[src/rtl/step_motor_sequencer.sv]
// Stepper motor move sequencer: accepts a step/period command and walks the
// 8-entry coil phase table in half- or full-step increments, honouring end switches and abort.
module step_motor_sequencer #(
    parameter int CNT_W = 16
) (
    input  logic             MSE_SCLK,
    input  logic             MSE_RESETN,
    input  logic             cmd_valid,
    output logic             cmd_ready,
    input  logic             cmd_dir,
    input  logic             cmd_half,
    input  logic [CNT_W-1:0] cmd_steps,
    input  logic [CNT_W-1:0] cmd_period,
    input  logic             hold_en,
    input  logic             abort,
    input  logic             limit_pos,
    input  logic             limit_neg,
    output logic             busy,
    output logic             done,
    output logic             limit_hit,
    output logic [31:0]      position,
    output logic             AX,
    output logic             AY,
    output logic             BX,
    output logic             BY
);

    typedef enum logic [1:0] {
        S_IDLE = 2'd0,
        S_RUN  = 2'd1,
        S_DONE = 2'd2
    } state_t;

    localparam logic [CNT_W-1:0] ONE = {{(CNT_W-1){1'b0}}, 1'b1};

    state_t           state_q, state_d;
    logic             dir_q, dir_d;
    logic             half_q, half_d;
    logic [CNT_W-1:0] rem_q, rem_d;
    logic [CNT_W-1:0] per_q, per_d;
    logic [CNT_W-1:0] cnt_q, cnt_d;
    logic [2:0]       ph_q, ph_d;
    logic [31:0]      pos_q, pos_d;
    logic [3:0]       coil_q, coil_d;
    logic             ready_q, ready_d;
    logic             busy_q, busy_d;
    logic             done_q, done_d;
    logic             lim_q, lim_d;
    logic [2:0]       ph_inc;
    logic             limit_now;

    function automatic logic [3:0] ph_map(input logic [2:0] ph);
        logic [3:0] m;
        case (ph)
            3'd0:    m = 4'b1010;
            3'd1:    m = 4'b1000;
            3'd2:    m = 4'b1001;
            3'd3:    m = 4'b0001;
            3'd4:    m = 4'b0101;
            3'd5:    m = 4'b0100;
            3'd6:    m = 4'b0110;
            default: m = 4'b0010;
        endcase
        return m;
    endfunction

    always_comb begin
        state_d   = state_q;
        dir_d     = dir_q;
        half_d    = half_q;
        rem_d     = rem_q;
        per_d     = per_q;
        cnt_d     = cnt_q;
        ph_d      = ph_q;
        pos_d     = pos_q;
        lim_d     = 1'b0;
        ph_inc    = half_q ? 3'd1 : 3'd2;
        limit_now = dir_q ? limit_pos : limit_neg;

        case (state_q)
            S_IDLE: begin
                if (cmd_valid) begin
                    dir_d   = cmd_dir;
                    half_d  = cmd_half;
                    rem_d   = cmd_steps;
                    per_d   = (cmd_period == '0) ? ONE : cmd_period;
                    cnt_d   = per_d - ONE;
                    // Full-step moves run on even phases only
                    ph_d    = cmd_half ? ph_q : {ph_q[2:1], 1'b0};
                    state_d = S_RUN;
                end
            end
            S_RUN: begin
                if (abort || rem_q == '0) begin
                    state_d = S_DONE;
                end else if (cnt_q == '0) begin
                    if (limit_now) begin
                        state_d = S_DONE;
                        lim_d   = 1'b1;
                    end else begin
                        ph_d  = dir_q ? ph_q + ph_inc : ph_q - ph_inc;
                        pos_d = dir_q ? pos_q + 32'd1 : pos_q - 32'd1;
                        rem_d = rem_q - ONE;
                        cnt_d = per_q - ONE;
                        if (rem_q == ONE)
                            state_d = S_DONE;
                    end
                end else begin
                    cnt_d = cnt_q - ONE;
                end
            end
            default: begin
                state_d = S_IDLE;
            end
        endcase

        // Outputs are registered off the next state so they line up with ph
        ready_d = (state_d == S_IDLE);
        busy_d  = (state_d == S_RUN);
        done_d  = (state_d == S_DONE);
        coil_d  = (state_d != S_IDLE || hold_en) ? ph_map(ph_d) : 4'b0000;
    end

    always_ff @(posedge MSE_SCLK) begin
        if (!MSE_RESETN) begin
            state_q <= S_IDLE;
            dir_q   <= 1'b0;
            half_q  <= 1'b0;
            rem_q   <= '0;
            per_q   <= '0;
            cnt_q   <= '0;
            ph_q    <= 3'd0;
            pos_q   <= 32'd0;
            coil_q  <= 4'b0000;
            ready_q <= 1'b1;
            busy_q  <= 1'b0;
            done_q  <= 1'b0;
            lim_q   <= 1'b0;
        end else begin
            state_q <= state_d;
            dir_q   <= dir_d;
            half_q  <= half_d;
            rem_q   <= rem_d;
            per_q   <= per_d;
            cnt_q   <= cnt_d;
            ph_q    <= ph_d;
            pos_q   <= pos_d;
            coil_q  <= coil_d;
            ready_q <= ready_d;
            busy_q  <= busy_d;
            done_q  <= done_d;
            lim_q   <= lim_d;
        end
    end

    assign cmd_ready = ready_q;
    assign busy      = busy_q;
    assign done      = done_q;
    assign limit_hit = lim_q;
    assign position  = pos_q;
    assign AX        = coil_q[3];
    assign AY        = coil_q[2];
    assign BX        = coil_q[1];
    assign BY        = coil_q[0];

endmodule

[config.mk]
export PLATFORM = sky130hd
export DESIGN_NAME = step_motor_sequencer
export DESIGN_NICKNAME = d
export VERILOG_FILES = /design/src/rtl/step_motor_sequencer.sv
export SDC_FILE = /design/constraint.sdc
export NUM_CORES = 1
export LEC_CHECK = 0
export CAP_MARGIN = 20
export CORE_MARGIN = 4
export CORE_UTILIZATION = 35
export DETAILED_ROUTE_END_ITERATION = 10
export PLACE_DENSITY_LB_ADDON = 0.12
export SLEW_MARGIN = 10
export SYNTH_ARGS = -nofsm -noshare
export SYNTH_HDL_FRONTEND = slang
export SYNTH_SLANG_ARGS = --single-unit
[constraint.sdc]
create_clock -name MSE_SCLK -period 4.9 [get_ports MSE_SCLK]
set_input_delay 0.49 -clock MSE_SCLK [delete_from_list [all_inputs] [get_ports MSE_SCLK]]
set_output_delay 0.49 -clock MSE_SCLK [all_outputs]
set_load 0.05 [all_outputs]
After elaboration in Yosys (flattened, before gate mapping)
Cells that the tools add are included.

storage, ports and cells
  output and inout bits = 40
  bits in latches = 0
  bits in writable memories = 0
  register bits after elaboration = 95
  input bits = 41
  ROM bits = 0
  memories = 0

cells by class
  shifts and indexed selects = 0
  reduce and logical (&&, ||, !) cells = 16
  equality and inequality tests = 15
  $lt $le $gt $ge = 0
  muxes and demuxes = 29
  $mul = 0
  add/subtract/negate cells = 8
  divide/modulo/power cells = 0
  bitwise logic cells = 5

operators with widths
  cell                                                                   count
  16-bit 2-to-1 mux                                                      9
  16-bit case mux with 2 select lines                                    2
  16-bit by 1-bit subtractor with 16-bit output (second input constant)  4
  16-bit logical NOT                                                     3
  32-bit by 1-bit adder with 32-bit output (second input constant)       1
  32-bit 2-to-1 mux                                                      1
  32-bit by 1-bit subtractor with 32-bit output (second input constant)  1
  4-bit case mux with 7 select lines                                     1
  16-bit by 1-bit == test with 1-bit output (second input constant)      1
  2-bit 2-to-1 mux                                                       6
  3-bit 2-to-1 mux                                                       4
  3-bit == test (second input constant)                                  3
  2-bit != test (second input constant)                                  4
  4-bit AND reduction                                                    2
  3-bit by 2-bit == test with 1-bit output (second input constant)       2
  3-bit case mux with 2 select lines                                     1
  1-bit NOT                                                              5
  5-bit AND reduction                                                    1
  2-bit by 1-bit == test with 1-bit output (second input constant)       2
  2-bit logical NOT                                                      2
  1-bit 2-to-1 mux                                                       4
  2-bit case mux with 2 select lines                                     1
  2-bit AND reduction                                                    2
  2-bit nonzero test                                                     2
  other kinds (8)                                                        9

Logic depth before layout (Yosys ltp)
Gate-level depths: netlist (run 1).

  word-level depth = 9
  gate-level depth with buffers = 15

Least setup slack after synthesis (run 1)
No wires, ideal clock.

  path kind = register -> register
  start point = reg dir_q
  end point = reg pos_q[25] (netlist: position[25])
  slack = 1,470 ps
  required time = 4,778 ps
  data arrival time = 3,308 ps
  cell stages (with the launch flop) = 13
  buffers on the path = 1
  period minus slack after synthesis = 3,430 ps
  path through = dfxtp_1 clkbuf_1 inv_1 ha_1 a21oi_1 o21ai_0 a221o_1 a211oi_1 a21oi_1 a21oi_1 o21a_1 nor4_1 a311o_1

between the ends
  word-level cells in the longest chain between the ends = 3
  elaborated cells between the ends (all ways) = 4

ends and longest elaborated chain
  what                           RTL line  text
  start, declared                37        logic dir_q, dir_d;
  start signal, assigned         141       dir_q <= dir_d;
  1-bit 2-to-1 mux               78        limit_now = dir_q ? limit_pos : limit_neg;
  1-bit NOT (no line)            -
  4-bit AND reduction (no line)  -
  end signal, assigned           147       pos_q <= pos_d;
  end, declared                  43        logic [31:0] pos_q, pos_d;

Parallel ways exist; a longest one is shown, timed or not.
A chain may end at the register's enable or synchronous reset.

Worst setup path in the final report (run 1)
  start point = reg dir_q
  end point = reg pos_q[28] (netlist: position[28])

The elaborated chain is that of the path after synthesis.

==> results of run 1 <==
-- cells in the mapped netlist, types with 4 or more instances --
master	n	area [um^2]
nand2b_1	5	31.3
o22ai_1	4	25.0
a21oi_1	105	526
nor4_1	10	62.6
a211o_1	4	35.0
nand3b_1	5	37.5
mux2i_1	4	40.0
nand2_1	121	454
inv_1	10	37.5
dfxtp_1	95	1900
nand4b_1	4	35.0
nor2b_1	6	37.5
buf_2	7	35.0
o21ai_0	56	280
nor3_1	19	95.1
nor2_1	70	263
and2_1	7	43.8
xor2_1	8	70.1
a21o_1	13	97.6
xnor2_1	27	236
nand3_1	21	105
a31oi_1	9	56.3
clkbuf_1	33	124
and3_1	10	62.6
nand4_1	4	25.0
o31ai_1	6	45.0
or3_1	7	43.8
o21bai_1	5	37.5
a211oi_1	24	180
ha_1	34	425
-- logic make-up (layout without fill, tap and decap cells) --
family | count (synthesis) | in the layout | share of synthesized area
compound gates | 266 | 266 | 0.270
xor+xnor | 35 | 35 | 0.0506
fa+ha+maj | 36 | 36 | 0.0769
buf+inv | 52 | 115 | 0.0337
flops | 95 | 95 | 0.314
mux | 7 | 7 | 0.0126
simple gates | 306 | 306 | 0.242
-- metrics by stage --
| step | setup WS (ns) | util | total power [mW] | instance area (um^2) |
|---|---|---|---|---|
| after floorplan | 1.47 | - | 1.30 | 6050 |
| after global placement | 1.20 | 0.420 | 1.44 | 7030 |
| after detailed placement | 1.09 | 0.420 | 1.45 | 7030 |
| after CTS | 1.06 | 0.436 | 2.13 | 7310 |
| after global routing | 0.655 | 0.436 | 2.24 | 7310 |
| final | 0.971 | 0.436 | 2.11 | 7310 |
-- state kept, by name, indices dropped and copies added (netlist names), 2 cells and up --
| name | flops |
|---|---|
| cnt_q | 16 |
| rem_q | 16 |
| state_q | 2 |
| position | 32 |
| coil_q | 4 |
| ph_q | 3 |
| per_q | 16 |
-- where the power goes --
part / switching, mW / leakage [nW] / internal (mW)
Combinational: 0.341 / 1.85 / 0.218
Clock: 0.328 / 0.132 / 0.345
Sequential: 0.0500 / 0.776 / 0.826
Total: 0.719 / 2.76 / 1.39
-- layer usage --
| layer | share of wire | track usage | up-vias |
|---|---|---|---|
| li1 | - | - | 3024 |
| met1 | 0.51 | 0.252 | 2762 |
| met2 | 0.43 | 0.262 | 145 |
| met3 | 0.047 | 0.0319 | 12 |
| met4 | 0.010 | 0.0484 | 0 |
| met5 | 0 | 0 | - |
-- final timing paths --
path	from	endpoint	slack, ns	cells past startpoint
worst min-delay path	per_q[14]$_SDFFE_PN0P_	per_q[14]$_SDFFE_PN0P_	0.46	2
worst max register to register	dir_q$_SDFFE_PN0P_	position[28]$_SDFFE_PN0P_	0.97	11
worst max-delay path	dir_q$_SDFFE_PN0P_	position[28]$_SDFFE_PN0P_	0.97	11
worst min register to register	per_q[14]$_SDFFE_PN0P_	per_q[14]$_SDFFE_PN0P_	0.46	2
-- critical path: cells and delay by family, from the launching register on --
family	cells	cell delay (ns)
AOI/OAI and AO/OA	5	1.31
buffers and inverters	1	0.48
and+or+nand+nor	4	1.02
adders and majority gates	1	0.56
DFF	1	0.48
-- final cells by class --
| cell class | instances | area [um^2] | area share |
|---|---|---|---|
| tap | 220 | 275 | 0.0377 |
| timing repair buffer | 88 | 861 | 0.118 |
| inverter | 11 | 41.3 | 0.00565 |
| clock inverter | 7 | 47.5 | 0.00651 |
| sequential | 95 | 1900 | 0.260 |
| clock buffer | 9 | 225 | 0.0308 |
| multi-input combinational | 650 | 3950 | 0.541 |
==> results.json, run 1 <==
{
  "ys_seq_area_frac": 0.314,
  "design.die.area_um2": 19500,
  "grt_max_degree": 57,
  "row_count": 47,
  "wire_per_inst_um": 15.7,
  "slowest_delay_ns": 0.59,
  "crit_required_ns": 5.19,
  "vias": 5943,
  "p_leak_nw": 2.76,
  "postCtsSetupBuffers": 0,
  "num_antenna_cells": 0,
  "fin_nets": 932,
  "max_cap_violations": 0,
  "cts_tree": "done",
  "yosysUniqueCellTypes": 70,
  "cts_made_buffers": 9,
  "finalMaxSlewViolations": 0,
  "crit_fanout": 24,
  "postSynth.asyncResetShare": 0,
  "skew_ns": 0.00758,
  "grt_overflow": 0,
  "cts.repair.resized": 0,
  "insertion_delay_ns": 0.35,
  "cts.reportedPaths.clkPinSlew_ns": 0.07,
  "drive_gt1_frac": 0.0512,
  "io_pins": 81,
  "rsz0062_at_grt": "no",
  "fillers": 1710,
  "synthCells": 797,
  "endpoint_kind": "register",
  "tns_ns": 0,
  "syn-num-nets": 874,
  "areaGrowthSynthToFinish_pct": 20.7,
  "fin_crit_sh": 0.802,
  "clock-sinks": 95,
  "cts_root_buffer": "clkbuf_16",
  "fp.dieH_um": 140,
  "critPathKind": "reg -> reg",
  "mostFrequentLayoutCells": "nand2_1, a21oi_1, dfxtp_1, clkdlybuf4s50_1, nor2_1",
  "core_area_um2": 16800,
  "hold_viol": 0,
  "drt_iter0_drc": 327,
  "syn-cell-area_um2": 6050,
  "htreeDepth": 3,
  "drt_pre_antenna_iters": 5,
  "ir_worst_vdd_v": 0.000166,
  "wirelength_um": 16900,
  "postCtsHoldBufs": 0,
  "grt_pass1_wl_um": 28400,
  "grt_util_all_layers": 0.173,
  "worstSetupStartpointType": "register",
  "pwr_density_cell_nw_per_um2": 288,
  "grt_antenna_before_repair": 0,
  "ant_nets": 0,
  "drc": 0,
  "slew_headroom": 0.346,
  "globalplace.congestion": 0.853,
  "mostFrequentLayoutCell": "nand2_1",
  "grt_pass1_vias": 5578,
  "ys_ff_latch": 95,
  "arrival_ns": 4.22,
  "synth_edf_count": 0,
  "detail_route.vias_per_cell": 5.50,
  "period_needed_ns": 3.93,
  "clk_path_buf_depth": 2,
  "dp_hpwl_um": 11700,
  "setup_viol": 0,
  "die_w_um": 140,
  "synth_ff_type": "dfxtp_1",
  "path_cells": "inv_1 -> ha_1 -> o21ai_0 -> o21ai_1 -> and2_1 -> a31oi_1 -> a2111oi_1 -> o21bai_1 -> and3_1 -> or4_1 -> nand4_1",
  "io_buffers": 80,
  "worst_pin_slew_ns": 0.979,
  "max_freq_ghz": 0.255,
  "start_util": 0.361,
  "outcome": "complete, no violations",
  "placed_cells_incl_taps": 1064,
  "ys_warn_count": 0,
  "stdcell_count": 1080,
  "cp_slowest_cell": "a2111oi_1",
  "syn_area_per_cell_um2": 7.60,
  "hold_path.class": "reg -> reg",
  "whs_ns": 0.462
}
No activity file was read; power rests on OpenSTA's default activity.
==> inputs of run 2 (changes only) <==
Clock period 4.9 ns to 3.3 ns, I/O delays scaled along.
==> results.json, run 2 (synthesis results as in run 1) <==
{
  "placed_cell_area_um2": 7320,
  "grt_max_degree": 55,
  "slew_headroom": 0.538,
  "largest_reg_flops": 32,
  "areaGrowthSynthToFinish_pct": 25.6,
  "max_cap_violations": 0,
  "setup_viol": 0,
  "cts_tree": "done",
  "rsz0062_at_grt": "no",
  "outcome": "complete, no violations",
  "worst_pin_slew_ns": 0.686,
  "io_pins": 81,
  "mostFrequentLayoutCells": "nand2_1, a21oi_1, dfxtp_1, clkdlybuf4s50_1, nor2_1",
  "num_antenna_cells": 0,
  "period_needed_ns": 3.04,
  "critPathKind": "reg -> reg",
  "fin_crit_sh": 0.920,
  "drc": 0,
  "die_w_um": 140,
  "design.die.area_um2": 19500,
  "dp_hpwl_um": 12400,
  "core_area_um2": 16800,
  "grt_overflow": 0,
  "clk_path_buf_depth": 2,
  "postCtsHoldBufs": 0,
  "grt_pass1_vias": 5787,
  "fillers": 1644,
  "whs_ns": 0.463,
  "vias": 6024,
  "ant_nets": 0,
  "p_leak_nw": 2.85,
  "combPwrFrac": 0.272,
  "max_freq_ghz": 0.329,
  "insertion_delay_ns": 0.35,
  "wire_per_inst_um": 15.8,
  "hold_path.class": "reg -> reg",
  "mostFrequentLayoutCell": "nand2_1",
  "grt_pass1_wl_um": 28700,
  "drive_gt1_frac": 0.0859,
  "switchingPower_mw": 1.05,
  "clkPwrFrac": 0.326,
  "start_util": 0.361,
  "seq_power_share": 0.401,
  "grt_antenna_before_repair": 0,
  "worstSetupStartpointType": "register",
  "cts.repair.resized": 0,
  "clock-sinks": 95,
  "endpoint_kind": "register",
  "hold_viol": 0,
  "detail_route.vias_per_cell": 5.51,
  "postCtsSetupBuffers": 0,
  "ir_worst_vdd_v": 0.000253,
  "tns_ns": 0,
  "crit_fanout": 20,
  "row_count": 47,
  "final_area_um2": 7610,
  "fin_nets": 947,
  "stdcell_count": 1093,
  "crit_required_ns": 3.54,
  "cts_root_buffer": "clkbuf_16",
  "globalplace.congestion": 0.878,
  "cts.reportedPaths.clkPinSlew_ns": 0.07,
  "htreeDepth": 3,
  "arrival_ns": 3.28,
  "switching_share": 0.325,
  "drt_iter0_drc": 376,
  "io_buffers": 80,
  "cts_made_buffers": 9,
  "wirelength_um": 17200,
  "fp.dieH_um": 140,
  "skew_ns": 0.0129,
  "internal_power_mw": 2.19,
  "placed_cells_incl_taps": 1079,
  "finalMaxSlewViolations": 0,
  "pwr_density_cell_nw_per_um2": 427,
  "drt_pre_antenna_iters": 4,
  "grt_util_all_layers": 0.176
}
-- run 2: worst paths after layout --
check	from	end	slack, ns	cells after the start
worst max-delay path	dir_q$_SDFFE_PN0P_	position[25]$_SDFFE_PN0P_	0.26	12
worst min-delay path	per_q[13]$_SDFFE_PN0P_	per_q[13]$_SDFFE_PN0P_	0.46	2
worst max register to register	dir_q$_SDFFE_PN0P_	position[25]$_SDFFE_PN0P_	0.26	12
worst min register to register	per_q[13]$_SDFFE_PN0P_	per_q[13]$_SDFFE_PN0P_	0.46	2
-- run 2: layout make-up --
class,instances,area (um^2),share of cell area
multi-input cells,650,4110,0.541
flip-flops and latches,95,1900,0.250
repair buffers,103,986,0.130
well taps,220,275,0.0362
clock buffers,11,243,0.0319
inverters,11,45.0,0.00592
clock inverters,3,43.8,0.00576
-- run 2: power groups by stage --
stage	registers, mW	logic, mW	clock network [mW]
global placement	1.32	0.867	0
CTS	1.30	0.884	1.10
finish	1.30	0.885	1.06
global route	1.31	0.984	1.14
detailed placement	1.33	0.878	0
floorplan	1.34	0.610	0
-- run 2: routing by layer --
metal	vias up	wire length [um]	GRT usage	share of wire
li1	3047	-	-	-
met4	0	254	0.0602	0.015
met2	133	7750	0.275	0.45
met5	-	0	0	0
met3	16	773	0.0329	0.045
met1	2828	8470	0.243	0.49
-- run 2: worst max-delay path, stage by stage, from the launching register on --
cell and delay [ns]:
dfxtp_1 0.37, clkinvlp_4 0.11, buf_12 0.18, ha_4 0.28, a21oi_1 0.18, o21ai_0 0.12, a221o_1 0.37, a211oi_2 0.30
a21oi_1 0.18, a21oi_2 0.26, o21a_1 0.18, nor4_1 0.06, a311o_1 0.33
-- run 2: metrics by stage --
| stage | worst slack [ns] | total power [mW] | util |
|---|---|---|---|
| after floorplan | -0.0925 | 1.95 | - |
| after global placement | 0.326 | 2.19 | 0.437 |
| after detailed placement | 0.278 | 2.21 | 0.437 |
| after CTS | 0.259 | 3.28 | 0.454 |
| after global routing | 0.00573 | 3.44 | 0.454 |
| final | 0.263 | 3.25 | 0.454 |
==> inputs of run 3 (changes only) <==
Settings changed: CTS_BUF_LIST set to sky130_fd_sc_hd__clkbuf_4, CTS_CLUSTER_DIAMETER set to 100.
==> results.json, run 3 (synthesis results as in run 1) <==
{
  "fin_crit_sh": 0.917,
  "path_cells": "clkinvlp_4 -> buf_12 -> ha_4 -> a21oi_1 -> o21ai_0 -> a221o_1 -> a211oi_2 -> a21oi_1 -> a21oi_2 -> o21a_1 -> nor4_1 -> a311o_1",
  "clk_path_buf_depth": 2,
  "fin_nets": 947,
  "skew_ns": 0.0327,
  "worst_pin_slew_ns": 0.673,
  "grt_pass1_vias": 5748,
  "p_leak_nw": 2.78,
  "ir_worst_vdd_v": 0.000167,
  "period_needed_ns": 3.03,
  "endpoint_kind": "register",
  "combPwrFrac": 0.312,
  "cts_root_buffer": "clkbuf_4",
  "stdcell_count": 1095,
  "row_count": 47,
  "seq_power_share": 0.460,
  "dp_hpwl_um": 12400,
  "final_area_um2": 7460,
  "switchingPower_mw": 1.01,
  "cts_made_buffers": 9,
  "max_freq_ghz": 0.330,
  "drc": 0,
  "crit_required_ns": 3.68,
  "cts.repair.resized": 0,
  "placed_cell_area_um2": 7320,
  "drt_iter0_drc": 345,
  "wire_per_inst_um": 15.8,
  "mostFrequentLayoutCell": "nand2_1",
  "insertion_delay_ns": 0.48,
  "max_cap_violations": 0,
  "ant_nets": 0,
  "drt_pre_antenna_iters": 5,
  "rsz0062_at_grt": "no",
  "grt_max_degree": 55,
  "htreeDepth": 3,
  "areaGrowthSynthToFinish_pct": 23.2,
  "postCtsHoldBufs": 0,
  "fillers": 1666,
  "critPathBufInv": 2,
  "slew_headroom": 0.547,
  "largest_reg_flops": 32,
  "placed_cells_incl_taps": 1079,
  "dp_slack_ns": 0.278,
  "globalplace.congestion": 0.878,
  "detail_route.vias_per_cell": 5.51,
  "fp.dieH_um": 140,
  "finalMaxSlewViolations": 0,
  "postCtsSetupBuffers": 0,
  "pwr_density_cell_nw_per_um2": 380,
  "slowest_delay_ns": 0.40,
  "internal_power_mw": 1.82,
  "critPathKind": "reg -> reg",
  "cts.reportedPaths.clkPinSlew_ns": 0.15,
  "hold_path.class": "in -> reg",
  "cts_tree": "done",
  "core_area_um2": 16800,
  "whs_ns": 0.469,
  "io_pins": 81,
  "cp_slowest_cell": "dfxtp_1",
  "setup_viol": 0,
  "drive_gt1_frac": 0.0859,
  "die_w_um": 140,
  "worstSetupStartpointType": "register",
  "grt_pass1_wl_um": 28500,
  "tns_ns": 0,
  "vias": 6029,
  "setup_ws_ns": 0.273,
  "crit_fanout": 20,
  "grt_overflow": 0,
  "wirelength_um": 17300,
  "crit_family": "compound AO/OA/AOI/OAI gates",
  "outcome": "complete, no violations",
  "io_buffers": 80,
  "clock-sinks": 95,
  "hold_viol": 0,
  "crit_top_cell": "a21oi_1",
  "start_util": 0.361,
  "mostFrequentLayoutCells": "nand2_1, a21oi_1, dfxtp_1, clkdlybuf4s50_1, nor2_1",
  "arrival_ns": 3.40,
  "grt_util_all_layers": 0.174,
  "grt_antenna_before_repair": 1,
  "design.die.area_um2": 19500,
  "clkPwrFrac": 0.228,
  "switching_share": 0.357
}
==> run 3: metal layers <==
metal,up-vias,global-route usage,routed length (um),part of all wire
met1,2822,0.242,8370,0.49
li1,3046,-,-,-
met2,145,0.273,7790,0.45
met4,0,0.0520,242,0.014
met5,-,0,0,0
met3,16,0.0326,849,0.049
==> run 3: worst paths after layout <==
path | start | end | slack [ns] | cells past startpoint
worst max-delay path | dir_q$_SDFFE_PN0P_ | position[25]$_SDFFE_PN0P_ | 0.27 | 12
worst min-delay path | cmd_period[12] | per_q[12]$_SDFFE_PN0P_ | 0.47 | 3
worst max register to register | dir_q$_SDFFE_PN0P_ | position[25]$_SDFFE_PN0P_ | 0.27 | 12
worst min register to register | per_q[13]$_SDFFE_PN0P_ | per_q[13]$_SDFFE_PN0P_ | 0.47 | 2
==> run 3: worst register-to-register path, stage by stage, from the launching register on <==
cell and delay (ns):
dfxtp_1 0.40, clkinvlp_4 0.11, buf_12 0.17, ha_4 0.30
a21oi_1 0.18, o21ai_0 0.12, a221o_1 0.36, a211oi_2 0.30
a21oi_1 0.18, a21oi_2 0.25, o21a_1 0.18, nor4_1 0.06
a311o_1 0.33
==> run 3: cell type report <==
class	count	area (um^2)	share of cell area
repair buffers	103	986	0.132
inverters	11	45.0	0.00604
clock buffers	10	75.1	0.0101
flip-flops and latches	95	1900	0.255
well taps	220	275	0.0369
diodes	2	5.00	0.000671
clock inverters	4	47.5	0.00638
multi-input cells	650	4120	0.553
==> run 3: power groups by stage <==
stage	Sequential, mW	Combinational (mW)	Clock [mW]
after floorplan	1.34	0.610	0
after global placement	1.32	0.867	0
after detailed placement	1.33	0.878	0
after CTS	1.30	0.884	0.678
after global routing	1.32	0.985	0.704
final	1.30	0.885	0.645
==> run 3: stage by stage <==
step / power (mW) / util
2_1_floorplan: 1.95 / -
3_3_place_gp: 2.19 / 0.437
3_5_place_dp: 2.21 / 0.437
4_1_cts: 2.86 / 0.444
5_1_grt: 3.01 / 0.445
6_report: 2.83 / 0.445
